[config.mk]
export PLATFORM = sky130hd
export DESIGN_NAME = pipe_hazard_ctrl
export DESIGN_NICKNAME = d
export VERILOG_FILES = /design/src/rtl/cpu_pkg.sv /design/src/rtl/fwd_sel.sv /design/src/rtl/pipe_hazard_ctrl.sv
export SDC_FILE = /design/constraint.sdc
export NUM_CORES = 1
export LEC_CHECK = 0
export CAP_MARGIN = 30
export CORE_MARGIN = 3
export CORE_UTILIZATION = 40
export CTS_BUF_LIST = sky130_fd_sc_hd__clkbuf_4 sky130_fd_sc_hd__clkbuf_8
export CTS_CLUSTER_DIAMETER = 80
export DETAILED_ROUTE_END_ITERATION = 8
export PLACE_DENSITY = 0.78
export SLEW_MARGIN = 0
export SYNTH_ARGS = -nofsm -noshare
export SYNTH_HDL_FRONTEND = slang
export SYNTH_SLANG_ARGS = --single-unit
[constraint.sdc]
create_clock -name clk -period 2.8 [get_ports clk]
set_input_delay 0.42 -clock clk [delete_from_list [all_inputs] [get_ports clk]]
set_output_delay 0.42 -clock clk [all_outputs]
set_load 0.05 [all_outputs]
[src/rtl/cpu_pkg.sv]
// Shared definitions for the pipeline hazard controller.
// Holds the FSM state encoding and the EX operand-select codes, so the
// controller, the forwarding selector and the datapath muxes all agree
// on one set of values.
package cpu_pkg;

  typedef enum logic [1:0] {
    ST_RUN      = 2'd0,
    ST_LD_STALL = 2'd1,
    ST_MC_BUSY  = 2'd2
  } state_t;

  localparam logic [1:0] FWD_RF    = 2'b00;  // operand from register file
  localparam logic [1:0] FWD_EXMEM = 2'b01;  // operand from EX/MEM result
  localparam logic [1:0] FWD_MEMWB = 2'b10;  // operand from MEM/WB result

endpackage

[src/rtl/fwd_sel.sv]
// Forwarding selector for one EX source operand.
// Purely combinational: compares the decode-stage source register against
// the destinations of the instructions currently in EX and MEM and returns
// the operand-select code the instruction will need once it is in EX.
// Ports:
//   rs, rs_used                  decode source register and whether it is read
//   ex_valid/ex_rd/ex_reg_write/ex_mem_read   shadow of the EX stage
//   mem_valid/mem_rd/mem_reg_write            shadow of the MEM stage
//   sel                          FWD_RF / FWD_EXMEM / FWD_MEMWB
module fwd_sel
  import cpu_pkg::*;
#(
  parameter int REG_AW  = 4,
  parameter int R0_ZERO = 1
) (
  input  logic [REG_AW-1:0] rs,
  input  logic              rs_used,
  input  logic              ex_valid,
  input  logic [REG_AW-1:0] ex_rd,
  input  logic              ex_reg_write,
  input  logic              ex_mem_read,
  input  logic              mem_valid,
  input  logic [REG_AW-1:0] mem_rd,
  input  logic              mem_reg_write,
  output logic [1:0]        sel
);

  logic src_live;

  // r0 reads are hardwired zero, so they never take a bypass.
  assign src_live = rs_used && !((R0_ZERO != 0) && (rs == '0));

  always_comb begin
    sel = FWD_RF;
    // A load in EX has no result yet; that case is covered by the
    // load-use stall and picks up the MEM/WB path one cycle later.
    if (src_live && ex_valid && ex_reg_write && !ex_mem_read && (ex_rd == rs))
      sel = FWD_EXMEM;
    else if (src_live && mem_valid && mem_reg_write && (mem_rd == rs))
      sel = FWD_MEMWB;
  end

endmodule

[src/rtl/pipe_hazard_ctrl.sv]
// Hazard controller for a 5-stage in-order pipeline.
// Tracks shadow copies of the EX, MEM and WB stages and from them drives
// stalls (load-use, multi-cycle EX), branch flushes, EX operand forwarding
// selects and the register-file write port.
// Ports:
//   clk, rst                 clock, asynchronous active-high reset
//   id_*                     decode-slot instruction fields
//   ex_br_taken              branch in EX resolved taken
//   pc_we, ifid_we           PC / IF-ID write enables
//   ifid_flush, idex_flush   clear IF-ID / bubble into ID-EX
//   fwd_a, fwd_b             registered EX operand selects
//   ex_hold                  EX stage frozen (multi-cycle op in progress)
//   wb_we, wb_rd             register-file write port control
//   state                    FSM state (debug)
module pipe_hazard_ctrl
  import cpu_pkg::*;
#(
  parameter int REG_AW  = 4,
  parameter int MC_LAT  = 4,
  parameter int R0_ZERO = 1
) (
  input  logic              clk,
  input  logic              rst,
  input  logic              id_valid,
  input  logic [REG_AW-1:0] id_rs1,
  input  logic [REG_AW-1:0] id_rs2,
  input  logic              id_rs1_used,
  input  logic              id_rs2_used,
  input  logic [REG_AW-1:0] id_rd,
  input  logic              id_reg_write,
  input  logic              id_mem_read,
  input  logic              id_multicycle,
  input  logic              ex_br_taken,
  output logic              pc_we,
  output logic              ifid_we,
  output logic              ifid_flush,
  output logic              idex_flush,
  output logic [1:0]        fwd_a,
  output logic [1:0]        fwd_b,
  output logic              ex_hold,
  output logic              wb_we,
  output logic [REG_AW-1:0] wb_rd,
  output logic [1:0]        state
);

  localparam int              CNT_W   = (MC_LAT > 1) ? $clog2(MC_LAT) : 1;
  localparam logic [CNT_W-1:0] MC_LOAD = CNT_W'(MC_LAT - 1);
  localparam bit              R0      = (R0_ZERO != 0);
  localparam bit              MC_EN   = (MC_LAT > 1);

  state_t           state_q, state_d;
  logic [CNT_W-1:0] cnt_q, cnt_d;

  // Shadow stages: p0 = EX, p1 = MEM, p2 = WB. mem_read only matters while
  // the instruction sits in EX, so it is not carried further.
  logic              vld_p0, rw_p0, mr_p0;
  logic [REG_AW-1:0] rd_p0;
  logic              vld_p1, rw_p1;
  logic [REG_AW-1:0] rd_p1;
  logic              vld_p2, rw_p2;
  logic [REG_AW-1:0] rd_p2;

  logic       load_use, id_enter, pc_we_c, ifid_we_c;
  logic [1:0] sel_a, sel_b;

  fwd_sel #(.REG_AW(REG_AW), .R0_ZERO(R0_ZERO)) u_fwd_a (
    .rs(id_rs1), .rs_used(id_rs1_used),
    .ex_valid(vld_p0), .ex_rd(rd_p0), .ex_reg_write(rw_p0), .ex_mem_read(mr_p0),
    .mem_valid(vld_p1), .mem_rd(rd_p1), .mem_reg_write(rw_p1),
    .sel(sel_a)
  );

  fwd_sel #(.REG_AW(REG_AW), .R0_ZERO(R0_ZERO)) u_fwd_b (
    .rs(id_rs2), .rs_used(id_rs2_used),
    .ex_valid(vld_p0), .ex_rd(rd_p0), .ex_reg_write(rw_p0), .ex_mem_read(mr_p0),
    .mem_valid(vld_p1), .mem_rd(rd_p1), .mem_reg_write(rw_p1),
    .sel(sel_b)
  );

  assign load_use = (state_q == ST_RUN) && id_valid && vld_p0 && mr_p0 &&
                    !(R0 && (rd_p0 == '0)) &&
                    ((id_rs1_used && (id_rs1 == rd_p0)) ||
                     (id_rs2_used && (id_rs2 == rd_p0)));

  always_comb begin
    state_d    = state_q;
    cnt_d      = cnt_q;
    pc_we_c    = 1'b1;
    ifid_we_c  = 1'b1;
    ifid_flush = 1'b0;
    idex_flush = 1'b0;
    ex_hold    = 1'b0;
    id_enter   = 1'b0;
    case (state_q)
      ST_MC_BUSY: begin
        // Branch input is ignored here: EX holds the multi-cycle op.
        pc_we_c   = 1'b0;
        ifid_we_c = 1'b0;
        ex_hold   = 1'b1;
        cnt_d     = cnt_q - CNT_W'(1);
        if (cnt_q <= CNT_W'(1))
          state_d = ST_RUN;
      end
      default: begin
        state_d = ST_RUN;
        if (ex_br_taken) begin
          // Branch wins over a same-cycle load-use stall: the stalled
          // instruction is on the wrong path anyway.
          ifid_flush = 1'b1;
          idex_flush = 1'b1;
        end else if (load_use) begin
          pc_we_c    = 1'b0;
          ifid_we_c  = 1'b0;
          idex_flush = 1'b1;
          state_d    = ST_LD_STALL;
        end
        id_enter = id_valid && !idex_flush;
        if (id_enter && id_multicycle && MC_EN) begin
          state_d = ST_MC_BUSY;
          cnt_d   = MC_LOAD;
        end
      end
    endcase
  end

  assign pc_we   = pc_we_c && !rst;
  assign ifid_we = ifid_we_c && !rst;
  assign state   = state_q;

  // ID -> EX -> MEM -> WB control shadow
  always_ff @(posedge clk or posedge rst) begin
    if (rst) begin
      state_q <= ST_RUN;
      cnt_q   <= '0;
      vld_p0  <= 1'b0;
      rw_p0   <= 1'b0;
      mr_p0   <= 1'b0;
      vld_p1  <= 1'b0;
      rw_p1   <= 1'b0;
      vld_p2  <= 1'b0;
      rw_p2   <= 1'b0;
      fwd_a   <= FWD_RF;
      fwd_b   <= FWD_RF;
    end else begin
      state_q <= state_d;
      cnt_q   <= cnt_d;
      if (ex_hold) begin
        vld_p1 <= 1'b0;
      end else begin
        vld_p0 <= id_enter;
        rw_p0  <= id_enter && id_reg_write;
        mr_p0  <= id_enter && id_mem_read;
        fwd_a  <= id_enter ? sel_a : FWD_RF;
        fwd_b  <= id_enter ? sel_b : FWD_RF;
        vld_p1 <= vld_p0;
        rw_p1  <= rw_p0;
      end
      vld_p2 <= vld_p1;
      rw_p2  <= rw_p1;
    end
  end

  // ID -> EX -> MEM -> WB destination registers
  always_ff @(posedge clk) begin
    if (!ex_hold) begin
      rd_p0 <= id_rd;
      rd_p1 <= rd_p0;
    end
    rd_p2 <= rd_p1;
  end

  // Write-through regfile: a WB-stage reader sees the new value directly.
  assign wb_we = vld_p2 && rw_p2 && !(R0 && (rd_p2 == '0));
  assign wb_rd = rd_p2;

endmodule

==> run_results.csv <==
group,metric,value,unit
outcome,status,"completed",
global_routing,antenna_found_initial,0,
power,power_frac_comb,38.4,%
final_layout,drive_above_1_share,20.3,%
drt,drt-initial-drc-count,26,
drt,vias,1007,
synth,yosysMostFrequentCell,"dfrtp_1",
sta,setup_viol,0,
sta,tightestPinTransition,0.653,ns
synth,synth-seq-cells,27,
synth,synth_cell_type_count,36,
setup_path,cp.arrival,2.31,ns
sta,hold_viol,0,
sta,holdWs,0.398,ns
power,power.share.clock,14.6,%
power,power.total,1.18,mW
placed_design,placed_area,1700,sq um
synth,synth_cells,100,
synth,syn_nets,122,
final_layout,antennaDiodeCount,0,
synth,yosys_warnings,0,
drt,drc_errors,0,
floorplan,coreArea,2850,sq um
clock_network,numClockSinks,27,
setup_path,worstPathRequired,2.38,ns
sta,period_minus_slack,2.73,ns
clock_network,cts_buffer_depth,2,
clock_network,cts_tree,"done",
sta,final.setup.tns,0,ns
synth,netlist_area,1230,sq um
global_routing,grtUsageTotal,17.1,%
floorplan,rows,19,
global_routing,overflow,0,
setup_path,path_max_fanout,4,
worst_hold_path,hold_path_class,"register to register",
sta,relSlewSlack,56.1,%
sta,max_freq,0.367,GHz
sta,slew_viol_final,0,
synth,synth_edf_count,8,
final_layout,post-route-util,63.3,%
power,p_sw,448,uW
placed_design,hpwl,2410,um
setup_path,cp-end-kind,"primary output",
power,ir_worst_vdd,358,uV
sta,skew,0.0108,ns
synth,yosys.area.top_type,"dfrtp_1",
floorplan,die_w,61.6,um
synth,synthTopCellsByCount,"15 x dfrtp_1, 10 x xor2_1, 9 x nand2_1",
setup_path,criticalPathCategory,"register to primary output",
power,seqPwrFrac,47.0,%
synth,yosysSeqAreaShare,56.3,%
global_routing,grt_first_pass_wirelength,4560,um
drt,routed_via_density,5.47,
clock_network,cts_htree_levels,1,
power,netSwitchingFraction,37.9,%
clock_network,clk_pin_slew,0.15,ns
power,power.density,655,nW/um^2
clock_network,cts_buffers,3,
sta,finalCritPeriodShare,97.4,%
drt,first_pass_iters,4,
sta,fin_ws,0.0735,ns
final_layout,synthToLayoutAreaGrowth,46.3,%
floorplan,ios,37,
drt,wirelength,3140,um
synth,synthArstFlopShare,55.6,%
power,power.leakage,0.757,nW
placed_design,detailedPlace.worstSlack,-0.0660,ns
global_routing,grt_pass1_vias,995,
final_layout,instances_no_fill,184,
placed_design,portBuffers,36,
flow_run,cap_violations,0,
floorplan,chipHeight,61.6,um
placed_design,routabilityCongestion,0.809,
final_layout,final_nets,176,
global_routing,grt_max_degree,16,
floorplan,dieArea,3790,sq um
placed_design,dpl.cell_count,174,
synth,yosysTopAreaCellShare,30.4,%
synth,syn_avg_cell_area,12.3,sq um
setup_path,worstSetupStartpointType,"register",
clock_network,root_buffer,"clkbuf_4",
drt,wl_per_cell,17.0,um
floorplan,start_util,43.3,%
clock_network,insertion_delay,0.33,ns
drt,postRouteAntennaNets,0,
synth,synth_area_leaders,"dfrtp_1 30%, edfxtp_1 19%, xor2_1 7.1%",
synth,synth_ff_type,"dfrtp_1",
power,intPower,736,uW
final_layout,finish.instance_area,1810,sq um
per-layer routing:
layer / vias up / wire (um) / track usage [%]
met5: - / 0 / 0
met4: 0 / 65 / 7.27
met3: 6 / 141 / 3.77
met2: 32 / 1650 / 29.6
met1: 496 / 1270 / 20.2
li1: 473 / - / -
cell usage in the layout (no fill, tap or decap), types with 2 or more instances in the layout:
cell type / synthesis / layout
clkdlybuf4s50_1: 0 / 30
dfxtp_1: 4 / 4
a22o_1: 3 / 3
dfrtp_1: 15 / 15
o41ai_1: 2 / 2
edfxtp_1: 8 / 8
buf_4: 1 / 16
xnor2_1: 7 / 7
dlymetal6s2s_1: 0 / 3
nor4_1: 5 / 5
nand2_1: 9 / 9
o31ai_1: 2 / 2
nor2_1: 4 / 4
xor2_1: 10 / 9
inv_1: 5 / 5
a32o_1: 2 / 2
clkbuf_4: 0 / 3
final timing paths:
path / startpoint / to / slack (ns) / depth (start not counted)
min in group asynchronous: rst / mr_p0$_DFFE_PP0N_ / 0.53 / 2
worst max register to register: rd_p0[1]$_DFFE_PN_ / rw_p0$_DFFE_PP0N_ / 0.71 / 7
worst min-delay path: vld_p1$_DFF_PP0_ / vld_p2$_DFF_PP0_ / 0.40 / 0
worst max-delay path: rd_p0[1]$_DFFE_PN_ / idex_flush / 0.07 / 7
worst min register to register: vld_p1$_DFF_PP0_ / vld_p2$_DFF_PP0_ / 0.40 / 0
max in group asynchronous: rst / cnt_q[1]$_DFFE_PP0P_ / 1.88 / 2
flip-flops by register name, summed over array words and instances (netlist names):
signal,cells
vld_p1,1
state,2
vld_p2,1
rw_p1,1
vld_p0,1
rd_p1,4
rw_p2,1
rd_p0,4
rw_p0,1
wb_rd,4
cnt_q,2
fwd_b,2
fwd_a,2
mr_p0,1
critical path: stages (launching register included):
cell and delay (ns):
edfxtp_1 0.46, buf_4 0.16, buf_4 0.14, xnor2_1 0.19
nand3_2 0.17, a2111o_1 0.48, a21oi_2 0.21, buf_12 0.16
area by class of cell:
| cell class | count | area, sq um |
|---|---|---|
| Tap cell | 31 | 38.8 |
| Clock inverter | 1 | 5.00 |
| Clock buffer | 3 | 22.5 |
| Inverter | 5 | 18.8 |
| Timing Repair Buffer | 51 | 489 |
| Multi-Input combinational cell | 66 | 537 |
| Fill cell | 232 | 1050 |
| Sequential cell | 27 | 696 |
power by group through the flow:
stage / clock network [mW] / registers (mW) / logic, mW
finish: 0.173 / 0.557 / 0.455
global route: 0.191 / 0.563 / 0.487
CTS: 0.173 / 0.558 / 0.428
detailed placement: 0 / 0.569 / 0.420
global placement: 0 / 0.562 / 0.407
floorplan: 0 / 0.616 / 0.216
kinds of logic (layout without fill, tap and decap cells):
family	after synthesis	in the layout	synth area share (%)
flip-flops	27	27	56.3
buffers and inverters	7	60	3.24
AO/OA/AOI/OAI	16	16	12.4
AND/OR/NAND/NOR	32	32	15.0
adder cells (fa/ha/maj)	1	1	1.01
XOR/XNOR	17	17	12.1
repair_timing:
action | in CTS | in global routing
hold buffers | 0 | 0
pin swaps | 3 | 8
hold endpoints to repair | 0 | 0
endpoints found under the setup margin | 3 | 4
resized for setup | 1 | 7
buffers inserted | 1 | 5
Power figures use the tool's default switching activity.
